**src/rtl/fetch_controller.sv**
```systemverilog
// RV32I instruction fetch sequencer: PC, single-outstanding imem request, decode handoff.
// Optional FETCH_PERF_CNT_EN adds fetched/stall/flush performance counters.
module fetch_controller #(
   parameter logic [31:0] RESET_VECTOR = 32'h0000_0000,
   parameter logic [31:0] HALT_ADDR    = 32'hFFFF_FFFF
) (
   input  logic        clk,
   input  logic        reset,
   input  logic        stall_i,
   input  logic        redirect_valid_i,
   input  logic [31:0] redirect_target_i,
   input  logic        halt_i,
   output logic        imem_req_o,
   output logic [31:0] imem_addr_o,
   input  logic        imem_ready_i,
   input  logic [31:0] imem_rdata_i,
   output logic        instr_valid_o,
   output logic [31:0] instr_o,
   output logic [31:0] instr_pc_o,
   output logic [31:0] instr_pc_plus_4_o,
   output logic        halted_o
`ifdef FETCH_PERF_CNT_EN
   ,
   output logic [31:0] perf_fetched_o,
   output logic [31:0] perf_stall_o,
   output logic [31:0] perf_flush_o
`endif
);

   localparam logic [31:0] NOP = 32'h0000_0013;

   typedef enum logic [1:0] {
      IDLE,
      FETCH,
      DELIVER,
      HALTED
   } state_t;

   state_t      state;
   logic [31:0] pc;
   logic [31:0] redir_pc;
   logic [31:0] new_pc;
   logic        load;
   logic        halt_take;
   logic        capture;
   logic        unused_tgt;

   assign imem_addr_o = pc;
   assign redir_pc    = {redirect_target_i[31:2], 2'b00};
   assign unused_tgt  = ^redirect_target_i[1:0];

   assign halt_take = (state == DELIVER) && halt_i && !stall_i;
   assign capture   = (state == FETCH) && imem_ready_i
                      && !redirect_valid_i;

   // load: a new fetch address is chosen this cycle
   always_comb begin
      load   = 1'b0;
      new_pc = pc;
      unique case (state)
         IDLE: begin
            load = 1'b1;
         end
         FETCH: begin
            if (redirect_valid_i) begin
               load   = 1'b1;
               new_pc = redir_pc;
            end
         end
         DELIVER: begin
            if (halt_take) begin
               load = 1'b0;
            end else if (redirect_valid_i) begin
               load   = 1'b1;
               new_pc = redir_pc;
            end else if (!stall_i) begin
               load   = 1'b1;
               new_pc = pc + 32'd4;
            end
         end
         default: begin
            load = 1'b0;
         end
      endcase
   end

   always_ff @(posedge clk) begin
      if (reset) begin
         state             <= IDLE;
         pc                <= RESET_VECTOR;
         imem_req_o        <= 1'b0;
         instr_valid_o     <= 1'b0;
         halted_o          <= 1'b0;
         instr_o           <= NOP;
         instr_pc_o        <= RESET_VECTOR;
         instr_pc_plus_4_o <= RESET_VECTOR + 32'd4;
      end else begin
         unique case (1'b1)
            halt_take: begin
               state         <= HALTED;
               imem_req_o    <= 1'b0;
               instr_valid_o <= 1'b0;
               halted_o      <= 1'b1;
            end
            load: begin
               pc            <= new_pc;
               instr_valid_o <= 1'b0;
               // the halt address is caught before any request goes out
               if (new_pc == HALT_ADDR) begin
                  state      <= HALTED;
                  imem_req_o <= 1'b0;
                  halted_o   <= 1'b1;
               end else begin
                  state      <= FETCH;
                  imem_req_o <= 1'b1;
               end
            end
            capture: begin
               state             <= DELIVER;
               imem_req_o        <= 1'b0;
               instr_valid_o     <= 1'b1;
               instr_o           <= imem_rdata_i;
               instr_pc_o        <= pc;
               instr_pc_plus_4_o <= pc + 32'd4;
            end
            default: begin
               state <= state;
            end
         endcase
      end
   end

`ifdef FETCH_PERF_CNT_EN
   logic flush_take;

   assign flush_take = redirect_valid_i && !halt_take
                       && (state == FETCH || state == DELIVER);

   always_ff @(posedge clk) begin
      if (reset) begin
         perf_fetched_o <= 32'd0;
         perf_stall_o   <= 32'd0;
         perf_flush_o   <= 32'd0;
      end else begin
         if (state == DELIVER && !stall_i)
            perf_fetched_o <= perf_fetched_o + 32'd1;
         if (state == DELIVER && stall_i)
            perf_stall_o <= perf_stall_o + 32'd1;
         if (flush_take)
            perf_flush_o <= perf_flush_o + 32'd1;
      end
   end
`endif

endmodule

```
**config.mk**
```make
export PLATFORM = sky130hd
export DESIGN_NAME = fetch_controller
export DESIGN_NICKNAME = d
export VERILOG_FILES = /design/src/rtl/fetch_controller.sv
export SDC_FILE = /design/constraint.sdc
export NUM_CORES = 1
export LEC_CHECK = 0
export CAP_MARGIN = 5
export CELL_PAD_IN_SITES_DETAIL_PLACEMENT = 1
export CELL_PAD_IN_SITES_GLOBAL_PLACEMENT = 1
export CORE_ASPECT_RATIO = 0.7
export CORE_UTILIZATION = 35
export CTS_CLUSTER_DIAMETER = 100
export DETAILED_ROUTE_END_ITERATION = 8
export HOLD_SLACK_MARGIN = 0.02
export PLACE_DENSITY_LB_ADDON = 0.15
export SLEW_MARGIN = 25
export SYNTH_ARGS = -nofsm -noshare
export SYNTH_HDL_FRONTEND = slang
export SYNTH_SLANG_ARGS = --single-unit
```
**constraint.sdc**
```tcl
create_clock -name clk -period 3.5 [get_ports clk]
set_input_delay 0.7 -clock clk [delete_from_list [all_inputs] [get_ports clk]]
set_output_delay 0.7 -clock clk [all_outputs]
set_load 0.05 [all_outputs]
```
## Word level (Yosys, flattened, before mapping)

Index checks and enable logic that the tools add are counted.

- Equality and inequality tests: 4
- Reductions and logical operators: 14
- Mux-type cells: 17
- Add/subtract/negate cells: 1

Operators by type and width:

| cell | count |
|---|---|
| 32-bit two-way mux | 4 |
| 32-bit case mux with 2 select lines | 1 |
| 32-bit by 3-bit adder with 32-bit output (second input constant) | 1 |
| 32-bit == test (second input constant) | 1 |
| 1-bit two-way mux | 6 |
| 1-bit case mux with 2 select lines | 3 |
| 2-bit case mux with 3 select lines | 1 |
| 2-bit nonzero test | 3 |
| 1-bit logical AND | 4 |
| 2-bit OR reduction | 2 |
| 1-bit case mux with 3 select lines | 1 |
| 3-bit nonzero test | 1 |
| 2-bit by 1-bit == test with 1-bit output (second input constant) | 1 |
| 2-bit == test (second input constant) | 1 |
| 1-bit zero test | 2 |
| 2-bit zero test | 1 |
| 2-bit two-way mux | 1 |
| 2-bit by 1-bit inequality test with 1-bit output (second input constant) | 1 |
| 2-bit AND reduction | 1 |

- Register bits after elaboration: 133
- Output and inout bits: 131
- Word-level logic and storage cells: 44
- Bits of input ports: 70

## Depth between registers and ports, before layout

Gate-level depths: netlist of run 1.

- Depth after elaboration: 8
- Gate-level depth with buffers: 12
- Mapped depth without buffers: 10

## Worst setup path after synthesis of run 1

OpenSTA, ideal clock, no wires.

- Path type: reg-to-reg
- Start point: reg pc[3] (netlist: imem_addr_o[3])
- End point: reg imem_req_o
- Clock period less this slack: 3007 ps
- Stages on the path, launching flop included: 11
- Buffers on the path: 1
- Data required time: 3384 ps
- Setup time: 116 ps
- Arrival time: 2891 ps
- Setup slack: 493 ps
- Cells stage by stage: dfxtp_1 -> ha_1 -> nand3_1 -> buf_2 -> nor3_1 -> and4b_1 -> o221a_2 -> or4_1 -> nor4_1 -> nand4_1 -> o211a_1

- Longest elaborated chain between the ends: 8
- Elaborated cells on any way between the ends: 9
- Those cells by class: 1 x add/sub; 1 x eq/ne; 7 x mux

RTL lines:

| what | RTL line | source |
|---|---|---|
| from (decl) | 40 | `logic [31:0] pc;` |
| from (signal assigned) | 106 | `pc <= new_pc;` |
| 32-bit by 3-bit adder with 32-bit output | 78 | `new_pc = pc + 32'd4;` |
| 32-bit two-way mux | 76 | `end else if (!stall_i) begin` |
| 32-bit two-way mux | 73 | `end else if (redirect_valid_i) begin` |
| 32-bit two-way mux | 71 | `if (halt_take) begin` |
| 32-bit case mux with 2 select lines * | 60 | `unique case (state)` |
| 32-bit == test * | 109 | `if (new_pc == HALT_ADDR) begin` |
| 1-bit two-way mux * | 109 |  |
| 1-bit case mux with 2 select lines * | 98 | `unique case (1'b1)` |
| to (signal assigned) | 101 | `imem_req_o <= 1'b0;` |
| to (signal assigned) | 111 | `imem_req_o <= 1'b0;` |
| to (signal assigned) | 115 | `imem_req_o <= 1'b1;` |
| to (decl) | 13 | `output logic imem_req_o,` |

Every way passes the cells marked *; elsewhere a longest branch is shown, timed or not.
A chain may end at the register's enable or synchronous reset.

## Worst setup path after layout of run 1

- Start point: reg state[1]
- End point: reg imem_req_o

- Longest elaborated chain between the ends: 8
- Elaborated cells on any way between the ends: 16
- Those cells by class: 3 x eq/ne; 6 x mux; 7 x reduce/logical

RTL lines:

| what | RTL line | source |
|---|---|---|
| from (decl) | 39 | `state_t state;` |
| from (signal assigned) | 127 | `state <= state;` |
| 2-bit == test | 52, 60 |  |
| 1-bit logical AND (2 in a row) | 52 | `assign halt_take = (state == DELIVER) && halt_i && !stall_i;` |
| 32-bit two-way mux | 71 |  |
| 32-bit case mux with 2 select lines | 60 |  |
| 32-bit == test | 109 |  |
| 1-bit two-way mux | 109 |  |
| 1-bit case mux with 2 select lines | 98 |  |

Parallel ways exist; a longest one is shown, timed or not.

==> results of run 1 <==
==> cell type report <==
cell class              instances  area [um^2]
clock buffers                  17          425
clock inverters                14          204
fillers                      2460         9300
inverters                      14         52.6
multi-input cells             682         4000
flip-flops and latches        131         2620
well taps                     270          338
repair buffers                312         2860
==> layer usage <==
metal | global-route usage [%] | vias up | share of wire [%]
li1 | - | 3753 | -
met1 | 39.6 | 3905 | 45
met2 | 43.3 | 352 | 44
met3 | 7.40 | 44 | 9.3
met4 | 7.47 | 0 | 1.7
met5 | 0 | - | 0
==> critical path: cells and delay by family, from the launching register on <==
| family | cells | cell delay [ns] |
|---|---|---|
| AND/OR/NAND/NOR | 4 | 1.29 |
| flip-flops | 1 | 0.40 |
| adder cells (fa/ha/maj) | 1 | 0.44 |
| buffers and inverters | 3 | 0.52 |
| AO/OA/AOI/OAI | 4 | 0.49 |
==> power breakdown <==
group	internal [mW]	switching (mW)	total, mW
Sequential	1.58	0.0981	1.68
Clock	1.20	0.748	1.95
Combinational	0.510	0.852	1.36
Total	3.29	1.70	4.99
==> cells in the mapped netlist (all sizes together), types with 6 or more instances <==
master and n:
a31oi 8, nand3 22, o21ai 24, nand2b 7, a22o 6, or3 6
nand4 17, nand3b 6, xor2 9, nand2 169, nor4 9, buf 40
a21oi 88, and3 11, a221oi 6, and2 11, mux2i 17, xnor2 18
clkbuf 55, a211oi 46, inv 14, dfxtp 131, a22oi 9, nor2 78
nor3 32, or4 6
==> flip-flops by register name, indices dropped and copies added, names as in the netlist <==
signal and flops:
instr_pc_plus_4_o 30, imem_req_o 1, state 2, instr_pc_o 32
instr_valid_o 1, halted_o 1, instr_o 32, imem_addr_o 32
==> logic make-up after synthesis <==
logic type	after synthesis	share of synthesized area (%)
flip-flops	131	37.1
multiplexers	22	3.21
AO/OA/AOI/OAI	240	22.6
buffers and inverters	109	6.57
XOR/XNOR	27	3.35
adder cells (fa/ha/maj)	5	0.886
AND/OR/NAND/NOR	388	26.2
==> final timing paths <==
| kind | from | end | slack (ns) | cells after the start |
|---|---|---|---|---|
| setup reg to reg | state[1]$_SDFFE_PP0P_ | imem_req_o$_SDFFE_PP0P_ | 0.25 | 12 |
| hold reg to reg | instr_o[16]$_SDFFE_PP0P_ | instr_o[16]$_SDFFE_PP0P_ | 0.45 | 2 |
| setup / recovery | state[1]$_SDFFE_PP0P_ | imem_req_o$_SDFFE_PP0P_ | 0.25 | 12 |
| hold / removal | instr_o[16]$_SDFFE_PP0P_ | instr_o[16]$_SDFFE_PP0P_ | 0.45 | 2 |
==> stage by stage <==
| stage | hold slack (ns) | instance area [um^2] | instances | utilization [%] |
|---|---|---|---|---|
| 5_1_grt | 0.468 | 10500 | 1440 | 53.0 |
| 4_1_cts | 0.455 | 10500 | 1440 | 53.0 |
| 3_5_place_dp | 0.446 | 9860 | 1409 | 49.8 |
| 6_report | 0.453 | 10500 | 1440 | 53.0 |
| 3_3_place_gp | 0.441 | 9860 | 1409 | 49.8 |
| 2_1_floorplan | 0.572 | 7060 | 922 | - |
==> timing repair <==
item                       in CTS  in global routing
hold endpoints to repair        0                  0
setup endpoints to repair       0                  3
gates resized for setup         0                  2
==> results.cfg, run 1 <==
[floorplanning]
die_w_um = 172
die_y_um = 121
core_area_mm2 = 0.0198
std_cell_rows = 43
die_area_mm2 = 0.0208
start_util_pct = 35.7
pin_count = 201

[clock_network]
htreeDepth = 4
cts_tree = built
clock-root-buffer = clkbuf_16
clk_pin_slew_worst_paths_ns = 0.06
clock_latency_ns = 0.43
ctsHoldBuffers = 0
cts_buffer_depth = 2
numClockSinks = 131
cts_setup_buffers = 0
cts_buffers = 17

[synthesis]
synth-seq-cells = 131
synth_cells = 922
ys.flop_type = dfxtp_1
synth_seq_area_share_pct = 37.1
async_flop_share_pct = 0
synthTopCellsByArea = dfxtp_1, nand2_1, a21oi_1
syn_nets = 997
synth_top_cell_area_share_pct = 37.1
syn_avg_cell_area_um2 = 7.66
synth_edf_count = 0
synth_top_area_cell = dfxtp_1
synth_area_mm2 = 0.00706
synth_cell_types = 74
yosys_warnings = 0

[power_and_ir_drop]
vdd_drop_max_mv = 0.284
power_density_mw_per_mm2 = 475
p_leak_nw = 3.75
p_total_mw = 4.99

[timing]
finalWorstSetupSlack_ns = 0.249
period_share_pct = 92.9
clock_skew_ns = 0.00896
relSlewSlack_pct = 49.5
setup_violations = 0
hold_violations = 0
rsz0062_at_grt = false
fin_setup_tns_ns = 0
worst_pin_slew_ns = 0.757
finalMaxSlewViolations = 0
max_freq_mhz = 308
min_period_ns = 3.25

[global_routing]
grt_pass1_wl_um = 45100
first_global_vias = 7837
grtUsageTotal_pct = 28.5
grt_overflow = 0
antenna_found_initial = 0
grt_max_degree = 70

[final_layout]
final_common_cell = clkdlybuf4s50_1
drive_gt1_share_pct = 14.6
syn2layout_area_growth_pct = 48.7
mostFrequentLayoutCells = clkdlybuf4s50_1, nand2_1, dfxtp_1, buf_4, a21oi_1
nNetsFinal = 1233
num_antenna_cells = 0

[worst_setup_path]
crit_top_cell = buf_4
end_kind = flip-flop
cp_data_required_time_ns = 3.81
critPathMaxFanout = 10
path_class = reg2reg
crit_arrival_ns = 3.57
crit_chain = inv_1 -> ha_1 -> buf_4 -> buf_4 -> nand3_1 -> o21ai_0 -> a32o_1 -> a221oi_1 -> or4_1 -> nor4_1 -> nand4_1 -> o211a_1
crit_path_start_kind = flip-flop
critPathMaxStageDelay_ns = 0.60
crit_slowest_cell = or4_1

[route]
first_iter_violations = 818
drc_errors = 0
ant_nets = 0
drt_pass1_iterations = 5
wl_per_cell_um = 20.3
post_drt_via_cell_ratio = 5.59
routed_wl_um = 29200
route.vias.total = 8054

[outcome]
status = finished, final reports clean

[placement]
gp_congestion = 0.933
numPortBuffers = 198
dp_hpwl_um = 21700
place_ws_ns = -0.121

[run]
cap_violations = 0

[hold_path]
hp-class = reg2reg
Note: power is estimated with default switching activity, not from simulation.
==> run 2: changes to the inputs <==
--- a/config.mk
+++ b/config.mk
@@ -7,9 +7,10 @@
 export LEC_CHECK = 0
 export CAP_MARGIN = 5
 export CELL_PAD_IN_SITES_DETAIL_PLACEMENT = 1
-export CELL_PAD_IN_SITES_GLOBAL_PLACEMENT = 1
+export CELL_PAD_IN_SITES_GLOBAL_PLACEMENT = 2
 export CORE_ASPECT_RATIO = 0.7
-export CORE_UTILIZATION = 35
+export CORE_MARGIN = 3
+export CORE_UTILIZATION = 27
 export CTS_CLUSTER_DIAMETER = 100
 export DETAILED_ROUTE_END_ITERATION = 8
 export HOLD_SLACK_MARGIN = 0.02
==> constraint.sdc (replaced) <==
create_clock -name clk -period 3.7 [get_ports clk]
set_input_delay 0.74 -clock clk [delete_from_list [all_inputs] [get_ports clk]]
set_output_delay 0.74 -clock clk [all_outputs]
set_load 0.05 [all_outputs]
==> results.cfg, run 2 (synthesis gave the netlist of run 1 again) <==
[global_routing]
grt_max_degree = 64
grt_overflow = 0
antenna_found_initial = 0
first_global_vias = 7745
grt_pass1_wl_um = 48000
grtUsageTotal_pct = 22.5

[clock_network]
cts_buffers = 17
ctsResizeCount = 0
cts_buffer_depth = 2
cts_tree = built
clk_pin_slew_worst_paths_ns = 0.06
numClockSinks = 131
cts_setup_buffers = 0
ctsHoldBuffers = 0
clock-root-buffer = clkbuf_16
htreeDepth = 4
clock_latency_ns = 0.44

[worst_setup_path]
critPathMaxFanout = 11
timing.rr.start = state[1]$_SDFFE_PP0P_
crit_path_start_kind = flip-flop
cp.depth = 10
crit_arrival_ns = 3.73
path_class = reg2reg
r2r_end = state[1]$_SDFFE_PP0P_
end_kind = flip-flop
cp_data_required_time_ns = 4.06
crit_buf_inv = 1
crit_slowest_cell = or4_1
crit_chain = ha_1 -> or4b_4 -> buf_4 -> nor3_1 -> o31a_1 -> a31oi_1 -> or4_1 -> nor4_1 -> nand4_1 -> a31oi_1
rrSetupSlack_ns = 0.34
crit_top_cell = a31oi_1
critPathTopFamily = simple AND/OR/NAND/NOR gates
critPathMaxStageDelay_ns = 0.59
r2r_cells = 10

[power_and_ir_drop]
p_leak_nw = 3.77
vdd_drop_max_mv = 0.334
power_density_mw_per_mm2 = 454
p_total_mw = 4.83

[final_layout]
final_common_cell = clkdlybuf4s50_1
mostFrequentLayoutCells = clkdlybuf4s50_1, nand2_1, dfxtp_1, buf_4, a21oi_1
nNetsFinal = 1234
stdcell_area_mm2 = 0.0106
multi_input_area_mm2 = 0.00399
num_antenna_cells = 0
fillerInstances = 3012
fin_cells = 1497
drive_gt1_share_pct = 14.6
regArea_mm2 = 0.00262
final_util_pct = 42.3
syn2layout_area_growth_pct = 50.7

[route]
routed_wl_um = 31800
route.vias.total = 7831
wl_per_cell_um = 21.3
drc_errors = 0
first_iter_violations = 496
drt-met1-wl_um = 15600
met2WireLength_um = 14100
post_drt_via_cell_ratio = 5.23
met3_wirelength_um = 1720
ant_nets = 0
drt_pass1_iterations = 5
dr.max_layer_used = met4

[timing]
min_period_ns = 3.36
max_freq_mhz = 297
clock_skew_ns = 0.00752
rsz0062_at_grt = false
hold_violations = 0
finalWorstSetupSlack_ns = 0.335
setup_violations = 0
finalMaxSlewViolations = 0
relSlewSlack_pct = 56.3
worst_pin_slew_ns = 0.653
period_share_pct = 90.9

[placement]
numPortBuffers = 198
place_ws_ns = -0.0384
dp.cells = 1465
gp_congestion = 0.880
place_area_mm2 = 0.00997
dp_hpwl_um = 24000

[hold_path]
holdPathStages = 2
min_to = instr_pc_o[8]$_SDFFE_PP0P_
worstHoldStart = instr_pc_o[8]$_SDFFE_PP0P_
hp-class = reg2reg

[floorplanning]
die_area_mm2 = 0.0282
std_cell_rows = 48
core_area_mm2 = 0.0252
pin_count = 201
start_util_pct = 28.1
die_y_um = 141
die_w_um = 199

[outcome]
status = finished, final reports clean

[run]
cap_violations = 0
[run 2: layout make-up]
class	count	share of cell area, %
inverter	14	0.494
tap	325	3.82
clock buffer	21	4.42
multi-input combinational	682	37.5
timing repair buffer	313	27.3
sequential	131	24.7
clock inverter	11	1.85
[run 2: worst min-delay path, stage by stage (launching register included)]
cell	delay, ns
dfxtp_1	0.31
nand2_1	0.05
a21oi_1	0.05
[run 2: metrics by stage]
| stage | hold slack [ns] | TNS, ns |
|---|---|---|
| after floorplan | 0.572 | 0 |
| after global placement | 0.442 | -0.0142 |
| after detailed placement | 0.449 | -0.0583 |
| after CTS | 0.457 | 0 |
| after global routing | 0.469 | 0 |
| final | 0.453 | 0 |
[run 2: worst max-delay path by stage]
stage,from,to
after floorplan,imem_addr_o[3]$_SDFFE_PP0P_,imem_req_o$_SDFFE_PP0P_
after global placement,stall_i,imem_req_o$_SDFFE_PP0P_
after detailed placement,stall_i,state[1]$_SDFFE_PP0P_
after CTS,stall_i,state[1]$_SDFFE_PP0P_
after global routing,state[1]$_SDFFE_PP0P_,state[1]$_SDFFE_PP0P_
final,state[1]$_SDFFE_PP0P_,state[1]$_SDFFE_PP0P_
[run 2: per-layer routing]
metal  global-route usage, %  vias up
met4                    5.54        0
met5                       0        -
met1                    32.6     3807
met3                    3.73       27
met2                    34.8      240
li1                        -     3757
[run 2: power by group]
group / switching [mW] / total (mW) / internal (mW)
registers: 0.0994 / 1.59 / 1.49
logic: 0.810 / 1.30 / 0.488
clock network: 0.691 / 1.94 / 1.25
==> run 3: changes to the inputs <==
--- a/config.mk
+++ b/config.mk
@@ -12,6 +12,7 @@
 export CORE_MARGIN = 3
 export CORE_UTILIZATION = 27
 export CTS_CLUSTER_DIAMETER = 100
+export CTS_CLUSTER_SIZE = 30
 export DETAILED_ROUTE_END_ITERATION = 8
 export HOLD_SLACK_MARGIN = 0.02
 export PLACE_DENSITY_LB_ADDON = 0.15
==> results of run 3 <==
The final DEF is identical to that of run 2; final timing and power are the same.
==> variant 1, RTL diff (flow settings as in run 1) <==
Re-encode `state_t` (4 states) as Gray code, 2 bits wide.
--- a/src/rtl/fetch_controller.sv
+++ b/src/rtl/fetch_controller.sv
@@ -32,6 +32,6 @@
    typedef enum logic [1:0] {
-      IDLE,
-      FETCH,
-      DELIVER,
-      HALTED
+      IDLE    = 2'b00,
+      FETCH   = 2'b01,
+      DELIVER = 2'b11,
+      HALTED  = 2'b10
    } state_t;
Check against the original RTL: same outputs for any inputs over 4 cycles, from zero or initial values and one cycle with reset high; so few cycles prove little.
==> variant 1 against run 1 <==
The run now ends with DRC left; clock power down 4%; sequential cell count unchanged; cell count down 9.1%; power down 14%; combinational power down 40%; first-iteration DRC count down 21%; area after synthesis down 6.9%; routed wire length down 8.3%; hold slack better by 0.0014 ns; final area down 6.0%; sequential power down 4%; worst setup slack worse by 0.087 ns; critical path type is now in2reg; largest cell class unchanged.
==> variant 1: results (changes against run 1) <==
Status: finished with violations (was finished, final reports clean)
Violated checks: DRC
Routability congestion estimate from global placement: 0.892 (was 0.933)
Number of global-route vias before repair: 7,202 (was 7,837)
I/O Buffers: 198 (unchanged)
Max IR drop VDD: 0.239 mV (was 0.284 mV)
Via density per instance: 5.61 (was 5.59)
Most frequent cells after synthesis: 160 x nand2_1, 131 x dfxtp_1, 81 x a21oi_1 (was 169 x nand2_1, 131 x dfxtp_1, 87 x a21oi_1)
CTS buffer count: 17 (unchanged)
Avg WL per Cell: 20.5 µm (was 20.3 µm)
Clk Latency, worst-skew pair: 0.43 ns (about the same)
Max stage delay on crit path: 0.64 ns (was 0.60 ns)
Layout cells sized above 1: 13.8% (was 14.6%)
Initial antenna violation count: 0 (unchanged)
Post-synth cell types: 75 (was 74)
First-pass GRT wire length: 41.2 mm (was 45.1 mm)
Fillers: 2,159 (was 2,460)
Residual DRC: 17 (was 0)
CP delay by family, top: buffers and inverters (was simple AND/OR/NAND/NOR gates)
Diodes inserted: 0 (unchanged)
Largest net degree at the start of global routing: 57 (was 70)
1st-pass router iterations: 7 (was 5)
Layout Nets: 1,131 (was 1,233)
CTS Buffer Depth: 2 (unchanged)
1st-iter DRT viols: 644 (was 818)
Gr usage total: 27.7% (was 28.5%)
Syn nets: 903 (was 997)
Worst Path Max Fanout: 8 (was 10)
Sequential element share of the synthesized area: 39.9% (was 37.1%)
Hold Crit Class: reg2reg (unchanged)
Slowest library cell on the worst path: clkdlybuf4s50_1 (was or4_1)
Slew HR: 52.3% (was 49.5%)
Post-CTS setup buffers: 0 (unchanged)
Root buffer cell: clkbuf_16 (unchanged)
Synth warn: 0 (unchanged)
Clock transition at path regs: 0.06 ns (about the same)
Dpl hpwl: 19.3 mm (was 21.7 mm)
Max Freq: 300 MHz (was 308 MHz)
Depth of the CTS H-tree: 4 (unchanged)
Static Leak: 3.46 nW (was 3.75 nW)
Clk_skew: 0.00971 ns (was 0.00896 ns)
Top cell type's share of synthesized area: 39.9% (was 37.1%)
Largest cells by area after synthesis: dfxtp_1 40%, nand2_1 9.1%, a21oi_1 6.2%, nor2_1 3.9%, clkbuf_1 2.9% (was dfxtp_1 37%, nand2_1 9.0%, a21oi_1 6.2%, a211oi_1 4.9%, nor2_1 4.1%)
Async set-reset flop share out of synthesis: 0% (unchanged)
## variant 1: cell count changes in the layout (fill, tap and decap cells not counted), sizes merged, moves of 9 or more
| cell | delta |
|---|---|
| mux2i | -14 |
| buf | -24 |
| nand2 | -9 |
| o22ai | +17 |
| a211oi | -23 |
| o22a | +9 |
| nor2 | -9 |
| nor3 | -16 |
## variant 1: path summary, 6_finish.rpt
check             slack, ns                         start                        to  cells after the start
setup / recovery       0.16                       stall_i   imem_req_o$_SDFFE_PP0P_                     12
hold / removal         0.45      instr_o[23]$_SDFFE_PP0P_  instr_o[23]$_SDFFE_PP0P_                      2
setup reg to reg       0.24  imem_addr_o[12]$_SDFFE_PP0P_   imem_req_o$_SDFFE_PP0P_                     10
hold reg to reg        0.45      instr_o[23]$_SDFFE_PP0P_  instr_o[23]$_SDFFE_PP0P_                      2
## variant 1: cells by family after synthesis
| family | count (synthesis) | synth area share, % |
|---|---|---|
| flops | 131 | 39.9 |
| fa+ha+maj | 1 | 0.190 |
| mux | 5 | 0.799 |
| compound gates | 234 | 24.0 |
| xor+xnor | 23 | 3.06 |
| buf+inv | 88 | 5.79 |
| simple gates | 350 | 26.2 |
## variant 1: worst min-delay path, delay by kind of cell (launching register included)
kind            cells  cell delay (ns)
compound gates      1             0.05
flops               1             0.31
simple gates        1             0.05
## variant 1: metal layers
metal  up-vias  track usage, %  wire length (µm)
li1       3445               -                 -
met1      3568            37.4             12400
met2       306            43.4             11800
met3        24            7.56              2270
met4         0            7.73               269
met5         -               0                 0
## variant 1: final cells by class
type / count / area [µm²] / area share [%]
clock buffers: 19 / 433 / 4.39
clock inverters: 13 / 176 / 1.79
inverters: 8 / 30.0 / 0.304
multi-input cells: 613 / 3590 / 36.3
flip-flops and latches: 131 / 2620 / 26.6
well taps: 236 / 295 / 2.99
repair buffers: 289 / 2730 / 27.6
## variant 1: power by group
part	total [mW]	switching (mW)	leakage [nW]	internal (mW)
sequential	1.62	0.0719	1.07	1.55
clock	1.88	0.742	0.287	1.14
combinational	0.812	0.494	2.10	0.318
total	4.31	1.31	3.46	3.00
## variant 1: repair_timing
| item | CTS | global route |
|---|---|---|
| hold endpoints to repair | 0 | 0 |
| setup endpoints to repair | 0 | 2 |
| gates resized for setup | 0 | 1 |
## variant 1: through the flow
stage	area [µm²]	utilization [%]	cells	setup WS, ns
global placement	9250	50.8	1277	-0.119
detailed placement	9250	50.8	1277	-0.200
global route	9870	54.2	1309	0.0203
finish	9870	54.2	1309	0.162
CTS	9860	54.2	1309	0.211
floorplan	6570	-	832	0.353
==> variant 2, RTL diff (flow settings as in run 1) <==
Without the edit above. Add a define of `FETCH_PERF_CNT_EN`.
--- a/src/rtl/fetch_controller.sv
+++ b/src/rtl/fetch_controller.sv
@@ -2,2 +2,4 @@
 // Optional FETCH_PERF_CNT_EN adds fetched/stall/flush performance counters.
+`define FETCH_PERF_CNT_EN
+
 module fetch_controller #(
Formal check against the unedited RTL (old outputs only; new: perf_fetched_o, perf_flush_o and perf_stall_o): equivalent (equiv_simple and equiv_induct, registers matched by name and starting in step).
==> variant 2 against run 1 <==
Final area increased by 53%; critical endpoint is now state[1]$_SDFFE_PP0P_; routed wire length is 48% higher; worst setup slack got worse by 0.089 ns; area after synthesis up 56%; count of clock-buffer cells in the layout grew 17; largest cell class unchanged; sequential cell count rose by 96; critical path type is now in2reg; combinational power rose by 12%; power grew 43%; largest power group unchanged; clock skew is 0.0039 ns higher; sequential power is 66% higher; clock power increased by 44%.
==> variant 2: results (changes against run 1) <==
Status: finished, final reports clean (unchanged)
Root buffer cell: clkbuf_16 (unchanged)
Core area: 30,500 µm² (was 19,800 µm²)
Max IR drop VDD: 0.292 mV (was 0.284 mV)
Clk Latency, worst-skew pair: 0.54 ns (was 0.43 ns)
Worst Path Max Fanout: 5 (was 10)
Worst-Margin Slew: 0.883 ns (was 0.757 ns)
Clock transition at path regs: 0.06 ns (about the same)
Hold Startpoint: instr_o[29]$_SDFFE_PP0P_ (was instr_o[16]$_SDFFE_PP0P_)
1st-iter DRT viols: 739 (was 818)
Synth warn: 0 (unchanged)
Avg WL per Cell: 19.9 µm (was 20.3 µm)
Routability congestion estimate from global placement: 0.901 (was 0.933)
Post-synth cell types: 72 (was 74)
Fillers: 3,646 (was 2,460)
Largest net degree at the start of global routing: 64 (was 70)
FF-to-FF Start: imem_addr_o[7]$_SDFFE_PP0P_ (was state[1]$_SDFFE_PP0P_)
Gr usage total: 26.4% (was 28.5%)
Layout Nets: 1,816 (was 1,233)
Fin cells: 2,170 (was 1,440)
First-pass GRT wire length: 67.1 mm (was 45.1 mm)
Static Leak: 5.74 nW (was 3.75 nW)
Layout cells sized above 1: 12.0% (was 14.6%)
Dpl hpwl: 32.8 mm (was 21.7 mm)
Initial antenna violation count: 2 (was 0)
Synthesized area per cell: 7.96 µm² (was 7.66 µm²)
Prevailing post-synth register cell: dfxtp_1 (unchanged)
Syn nets: 1,461 (was 997)
Clk_skew: 0.0129 ns (was 0.00896 ns)
Hold Crit Class: reg2reg (unchanged)
1st-pass router iterations: 5 (unchanged)
Sequential element share of the synthesized area: 41.3% (was 37.1%)
Fin. max-slew vios: 0 (unchanged)
Crit path launch: stall_i (was state[1]$_SDFFE_PP0P_)
Largest cells by area after synthesis: dfxtp_1 41%, nand2_1 7.8%, nor2_1 5.9%, xor2_1 5.4%, a21oi_1 4.8% (was dfxtp_1 37%, nand2_1 9.0%, a21oi_1 6.2%, a211oi_1 4.9%, nor2_1 4.1%)
Depth of the CTS H-tree: 1 (was 4)
Slowest library cell on the worst path: o311ai_1 (was or4_1)
Max stage delay on crit path: 0.77 ns (was 0.60 ns)
Crit path DAT: 3.79 ns (was 3.57 ns)
CTS Buffer Depth: 3 (was 2)
Number of global-route vias before repair: 11,500 (was 7,837)
I/O Buffers: 294 (was 198)
Most frequent cells after synthesis: 228 x nand2_1, 227 x dfxtp_1, 173 x nor2_1 (was 169 x nand2_1, 131 x dfxtp_1, 87 x a21oi_1)
CP delay by family, top: compound AO/OA/AOI/OAI gates (was simple AND/OR/NAND/NOR gates)
CTS buffer count: 25 (was 17)
Async set-reset flop share out of synthesis: 0% (unchanged)
Placed Cells: 2,123 (was 1,409)
Via density per instance: 5.37 (was 5.59)
Net Sw Power: 2.19 mW (was 1.70 mW)
==> variant 2: cell count changes in the layout (fill, tap and decap cells not counted), moves of 17 or more <==
cell | run 1 | this run
clkdlybuf4s50_1 | 196 | 293
dfxtp_1 | 131 | 227
nor2_1 | 78 | 173
nand2_1 | 168 | 227
xor2_1 | 9 | 68
a21oi_1 | 86 | 104
buf_4 | 113 | 130
o21ai_0 | 24 | 41
xnor2_1 | 18 | 35
==> variant 2: metrics by stage <==
stage	worst slack, ns	area, µm²
2_1_floorplan	0.245	11000
3_3_place_gp	-0.274	15200
3_5_place_dp	-0.411	15200
4_1_cts	0.0608	16000
5_1_grt	0.00770	16100
6_report	0.160	16100
==> variant 2: power by group through the flow <==
| stage | clock, mW | sequential, mW | combinational (mW) |
|---|---|---|---|
| finish | 2.80 | 2.79 | 1.52 |
| global route | 2.98 | 2.81 | 1.61 |
| CTS | 2.87 | 2.79 | 1.50 |
| detailed placement | 0 | 2.85 | 1.50 |
| global placement | 0 | 2.85 | 1.48 |
| floorplan | 0 | 3.11 | 0.571 |
==> variant 2: worst paths after layout <==
kind / end / slack [ns] / cells past startpoint
setup / recovery: state[1]$_SDFFE_PP0P_ / 0.16 / 10
hold / removal: instr_o[29]$_SDFFE_PP0P_ / 0.46 / 2
setup reg to reg: state[1]$_SDFFE_PP0P_ / 0.19 / 8
hold reg to reg: instr_o[29]$_SDFFE_PP0P_ / 0.46 / 2
==> variant 2: cells by family (layout without fill, tap and decap cells) <==
logic type,count (synthesis),in the layout,synth area share (%)
DFF,227,227,41.3
muxes,13,13,1.24
other,0,1,0
buffers and inverters,128,502,4.78
xor gates and xnor gates,103,103,8.19
and+or+nand+nor,621,621,26.8
adders and majority gates,8,8,0.909
AOI/OAI and AO/OA,283,283,16.8
==> variant 2: timing repair <==
action / 4_1_cts / 5_1_grt
gates resized for setup: 0 / 6
buffers inserted: 0 / 0
endpoints found under the setup margin: 0 / 6
==> variant 2: layer usage <==
metal	wire length, µm	track usage [%]
met5	0	0
met4	747	5.43
met3	2990	5.86
met2	18400	40.0
met1	21100	38.2
==> variant 2: worst reg2reg max path: cells and delay by family (launching register included) <==
family | cells | cell delay (ns)
AO/OA/AOI/OAI | 3 | 0.77
AND/OR/NAND/NOR | 5 | 1.92
flip-flops | 1 | 0.52
==> variant 2: layout make-up <==
type | count | area share, %
Tap cell | 412 | 3.21
Antenna cell | 1 | 0.0156
Inverter | 25 | 0.584
Clock inverter | 12 | 0.919
Clock buffer | 34 | 4.54
Sequential cell | 227 | 28.3
Multi-Input combinational cell | 1028 | 37.2
Timing Repair Buffer | 431 | 25.2
